$ cat src/rtl/vchanel_defs_pkg.sv
// Shared definitions for the virtual-channel ingress path: channel encoding
// (same as the round-robin arbiter select) and default sizing.
package vchanel_defs_pkg;

  localparam int NUM_VCHANEL    = 4;
  localparam int DEF_DATA_W     = 4;
  localparam int DEF_FIFO_DEPTH = 4;
  localparam int DEF_CNT_W      = 3;

  typedef enum logic [1:0] {
    VCHANEL0 = 2'b00,
    VCHANEL1 = 2'b01,
    VCHANEL2 = 2'b10,
    VCHANEL3 = 2'b11
  } vchanel_e;

endpackage

$ cat src/rtl/vchanel_credit_cnt.sv
// Per-channel credit counter: one credit per free FIFO entry, taken at accept
// and returned by the FIFO reader's pop; flags a pop that would exceed the depth.
module vchanel_credit_cnt
  import vchanel_defs_pkg::*;
#(
  parameter int FIFO_DEPTH = DEF_FIFO_DEPTH,
  parameter int CNT_W      = DEF_CNT_W
) (
  input  logic             clk,
  input  logic             rst,
  input  logic             acc,
  input  logic             pop,
  output logic [CNT_W-1:0] credit,
  output logic             full,
  output logic             ovf
);

  localparam logic [CNT_W-1:0] DEPTH = CNT_W'(FIFO_DEPTH);

  // Accept and pop together cancel out; a lone pop at full credit is an error
  // and saturates instead of wrapping.
  always_ff @(posedge clk or negedge rst) begin
    if (!rst) begin
      credit <= DEPTH;
      ovf    <= 1'b0;
    end else if (acc && !pop) begin
      credit <= credit - CNT_W'(1);
    end else if (pop && !acc) begin
      if (credit == DEPTH) begin
        ovf <= 1'b1;
      end else begin
        credit <= credit + CNT_W'(1);
      end
    end
  end

  assign full = (credit == '0);

endmodule

$ cat src/rtl/vchanel_demux.sv
// Steers a tagged beat stream into four virtual-channel FIFOs, back-pressuring
// the source from per-channel credits so no FIFO can overflow.
module vchanel_demux
  import vchanel_defs_pkg::*;
#(
  parameter int DATA_W     = DEF_DATA_W,
  parameter int FIFO_DEPTH = DEF_FIFO_DEPTH,
  parameter int CNT_W      = DEF_CNT_W
) (
  input  logic                   clk,
  input  logic                   rst,
  input  logic                   enb,
  input  logic                   in_valid,
  input  logic [1:0]             in_dest,
  input  logic [DATA_W-1:0]      in_data,
  output logic                   in_ready,
  input  logic [NUM_VCHANEL-1:0] pop_vchanel,
  output logic                   push_vchanel0,
  output logic                   push_vchanel1,
  output logic                   push_vchanel2,
  output logic                   push_vchanel3,
  output logic [DATA_W-1:0]      data_demux,
  output logic [NUM_VCHANEL-1:0] full_vchanel,
  output logic                   overflow_err
);

  logic [CNT_W-1:0]       credit [NUM_VCHANEL];
  logic [NUM_VCHANEL-1:0] acc;
  logic [NUM_VCHANEL-1:0] ovf;
  logic [NUM_VCHANEL-1:0] push_q;
  logic                   accept;

  // No head-of-line bypass: readiness looks only at the addressed channel.
  assign in_ready = enb & rst & (credit[in_dest] != '0);
  assign accept   = in_valid & in_ready;

  always_comb begin
    acc = '0;
    for (int i = 0; i < NUM_VCHANEL; i++) begin
      acc[i] = accept && (in_dest == 2'(i));
    end
  end

  for (genvar g = 0; g < NUM_VCHANEL; g++) begin : g_credit
    vchanel_credit_cnt #(
      .FIFO_DEPTH (FIFO_DEPTH),
      .CNT_W      (CNT_W)
    ) u_credit (
      .clk    (clk),
      .rst    (rst),
      .acc    (acc[g]),
      .pop    (pop_vchanel[g]),
      .credit (credit[g]),
      .full   (full_vchanel[g]),
      .ovf    (ovf[g])
    );
  end

  // One-cycle output stage; data holds between pushes so FIFOs see stable data.
  always_ff @(posedge clk or negedge rst) begin
    if (!rst) begin
      push_q     <= '0;
      data_demux <= '0;
    end else begin
      push_q <= acc;
      if (accept) begin
        data_demux <= in_data;
      end
    end
  end

  assign push_vchanel0 = push_q[VCHANEL0];
  assign push_vchanel1 = push_q[VCHANEL1];
  assign push_vchanel2 = push_q[VCHANEL2];
  assign push_vchanel3 = push_q[VCHANEL3];
  assign overflow_err  = |ovf;

endmodule

$ cat config.mk
export PLATFORM = sky130hd
export DESIGN_NAME = vchanel_demux
export DESIGN_NICKNAME = d
export VERILOG_FILES = /design/src/rtl/vchanel_defs_pkg.sv /design/src/rtl/vchanel_credit_cnt.sv /design/src/rtl/vchanel_demux.sv
export SDC_FILE = /design/constraint.sdc
export NUM_CORES = 1
export LEC_CHECK = 0
export ABC_AREA = 1
export BUFFER_PORTS_ARGS = -buffer_cell sky130_fd_sc_hd__buf_2
export CORE_MARGIN = 2
export CORE_UTILIZATION = 50
export CTS_BUF_LIST = sky130_fd_sc_hd__clkbuf_4
export CTS_CLUSTER_DIAMETER = 80
export DETAILED_ROUTE_END_ITERATION = 8
export PLACE_DENSITY = 0.73
export SETUP_SLACK_MARGIN = 0.05
export SYNTH_ARGS = -nofsm -noshare
export SYNTH_HDL_FRONTEND = slang
export SYNTH_SLANG_ARGS = --single-unit
$ cat constraint.sdc
create_clock -name clk -period 2.5 [get_ports clk]
set_clock_uncertainty 0.15 [all_clocks]
set_input_delay 0.25 -clock clk [delete_from_list [all_inputs] [get_ports clk]]
set_output_delay 0.25 -clock clk [all_outputs]
set_load 0.01 [all_outputs]
==> results.md <==
- Syn nets: 192
- Psw: 665 uW
- Top-level I/O count: 28
- RSZ-0062 raised after global routing: true
- Final #Nets: 258
- Crit end category: flip-flop
- Worst VDD drop: 799 uV
- Critical path class: reg -> reg
- Clk pwr share: 11.3%
- Least-Margin Pin Slew: 0.314 ns
- Avg Inst Size Synth: 8.52 um2
- Residual DRC: 0
- R2R setup slack: 0.02 ns
- Status: complete, no violations
- Layout cell share with drive strength beyond 1: 45.0%
- Register area: 606 um2
- Routed wire per std cell: 13.6 um
- Simple-Gate Fraction of Synth Area: 21.7%
- Synth Area in Compound Gates: 3.27%
- PortBufs: 27
- PD cells: 853 nW/um2
- Relative slew margins: 79.0%
- Crit start category: flip-flop
- Int Pwr: 1.03 mW
- Synth Instances: 166
- YS warnings: 0
- Required @ worst endpoint: 2.60 ns
- R2r endpoint: g_credit[1].u_credit.credit[2]$_DFFE_PN1P_
- Row count: 19
- Comb pwr share: 51.7%
- Post-Syn Area: 1420 um2
- Remaining antenna violation count after routing: 0
- Num CTS Buffers: 3
- # diodes: 0
- Largest net degree at the start of global routing: 25
- Layout fillers: 200
- Skew-Pair Late Insertion Delay: 0.32 ns
- Tcrit/Tclk final: 99.1%
- Leak pwr: 1.10 nW
- Post-DR vias/cell: 4.89
- Final Critical Period: 2.48 ns
- Area of the multi-input gates: 711 um2
- Vias in the first global route: 1338
- Sw Share: 39.2%
- Vias: 1282
- Most frequent cells in the layout: inv_1, buf_4, nand2_1, buf_2, dfrtp_1
- Die Wd: 57.2 um
- Die Height: 57.2 um
- Worst Setup SP: g_credit[3].u_credit.credit[2]$_DFFE_PN1P_
- Netlist cell types: 20
- Die area: 3270 um2
- DP Wirelength: 2300 um
- Worst reg2reg path depth: 14
- Class of the worst hold path: in -> reg
- Sequential cell fraction of total power: 37.0%
- Sequential fraction of the synthesis area: 42.8%
- Largest family of logic cells by synthesized area: simple AND/OR/NAND/NOR gates
- Starting Density: 51.8%
- Congestion Overflow GR: 0
- Final Hold Vio Count: 0
- Global-route total usage across every layer: 21.8%
- Mux cell area share after synthesis: 0%
- Critical path fanouts, max: 5
- H-tree Lvls: 1
- Synth Register Bits: 24
- # setup viols final: 0
- First-pass GRT wire length: 5580 um
- CTS Root Buffer Type: clkbuf_4
- Initial antenna violation count: 0
- Worst setup path endpoint: g_credit[1].u_credit.credit[2]$_DFFE_PN1P_
- CTS sink count: 24
- Finished Core Util: 72.8%
- Max-cap viol count: 0
- Pre-antenna DRT Iters: 4
- Arrival time worst endpoint: 2.58 ns
- CTS tree: done
- Most common cell after layout, fill and taps aside: inv_1
- Max-slew violation count: 0
- Area Overhead vs Synth: 40.7%
- Initial DRC Count: 68
- Setup TNS: 0 ns
- CTS clock-pin slew for the worst setup and hold paths: 0.13 ns
- Post-Synth XOR/XNOR Area: 4.95%
- Drt total wl: 3560 um
- Critical R2R Launch: g_credit[3].u_credit.credit[2]$_DFFE_PN1P_
- Routability Congestion: 0.830
- CORE AREA: 2730 um2
- Post-synthesis adder-cell area fraction: 12.7%
- Clock buffer depth: 2
- Max Clk Rate: 403 MHz
==> repair_timing <==
action                                  CTS  global route
pin swaps                                23            18
endpoints found under the setup margin    4            13
resized for setup                        25             9
buffers inserted                         18             6
hold endpoints to repair                 20             0
hold buffers                              1             0
==> cells in the mapped netlist <==
cell	n	area share, %
or2_2	4	1.8
a21oi_1	2	0.71
a31oi_1	1	0.44
fa_1	4	5.7
buf_4	4	2.1
nand3_4	1	1.2
nand3_1	4	1.4
inv_2	1	0.26
nand4_1	9	4.0
o21ai_0	6	2.1
ha_1	8	7.1
dfstp_2	4	7.4
nor2_2	3	1.3
nand2_4	1	0.80
inv_1	46	12
nor2_4	1	0.80
nand2_1	31	8.2
nor2_1	8	2.1
xor2_1	8	5.0
dfrtp_1	20	35
==> worst max-delay path: stages (launching register included) <==
cell	delay, ns
dfstp_2	0.57
inv_2	0.04
nand2_2	0.06
nand2_1	0.05
nand2_1	0.07
inv_2	0.05
nand2_4	0.07
nand3_4	0.13
nor2_4	0.14
ha_1	0.15
inv_1	0.06
fa_2	0.35
or2_4	0.26
nand3_2	0.09
xor2_1	0.16
==> power by group through the flow <==
stage | Clock, mW | Sequential, mW | Combinational (mW)
3_5_place_dp | 0 | 0.624 | 0.613
6_report | 0.192 | 0.629 | 0.878
3_3_place_gp | 0 | 0.613 | 0.575
2_1_floorplan | 0 | 0.617 | 0.424
4_1_cts | 0.193 | 0.622 | 0.758
5_1_grt | 0.208 | 0.646 | 0.977
==> how the worst min path moves through the flow <==
stage                     from                                    endpoint  slack [ns]  depth (start not counted)
floorplan                  rst                   data_demux[0]$_DFFE_PN0P_       -0.20                          0
global placement           rst  g_credit[1].u_credit.credit[0]$_DFFE_PN0P_        0.16                          2
detailed placement         rst  g_credit[1].u_credit.credit[1]$_DFFE_PN0P_        0.17                          2
CTS                 in_data[0]                   data_demux[0]$_DFFE_PN0P_        0.03                          3
global route        in_data[1]                   data_demux[1]$_DFFE_PN0P_        0.05                          3
finish              in_data[3]                   data_demux[3]$_DFFE_PN0P_        0.03                          3
==> sequential cells by signal, indices dropped and copies added, names as in the netlist <==
signal / count
data_demux: 4
g_credit.u_credit.credit: 12
g_credit.u_credit.ovf: 4
push_q: 4
==> cells by family (layout without fill, tap and decap cells) <==
kind of cell / Yosys count / after routing
fa+ha+maj: 12 / 12
xor+xnor: 8 / 8
flops: 24 / 24
buf+inv: 51 / 116
simple gates: 62 / 62
compound gates: 9 / 9
==> layout make-up <==
class | count | area share, %
clock buffers | 4 | 1.51
inverters | 47 | 8.86
multi-input cells | 91 | 35.7
flip-flops and latches | 24 | 30.4
well taps | 31 | 1.95
repair buffers | 65 | 21.6
==> metrics by stage <==
| stage | power [mW] | setup slack, ns | instances | area [um2] | hold WS (ns) |
|---|---|---|---|---|---|
| 6_report | 1.70 | 0.0214 | 262 | 1990 | 0.0295 |
| 5_1_grt | 1.83 | -0.160 | 262 | 1990 | 0.0482 |
| 4_1_cts | 1.57 | -0.00861 | 256 | 1890 | 0.0346 |
| 3_5_place_dp | 1.24 | -0.0950 | 233 | 1660 | 0.166 |
| 3_3_place_gp | 1.19 | -0.00959 | 233 | 1660 | 0.155 |
| 2_1_floorplan | 1.04 | 0.0575 | 166 | 1420 | -0.196 |
==> metal layers <==
metal  vias up  track usage (%)  wire length (um)
li1        619                -                 -
met1       630             25.1              1350
met2        24             42.0              2050
met4         0             6.64                74
met3         9             2.27                81
met5         -                0                 0
Note: power is estimated with default switching activity, not from simulation.
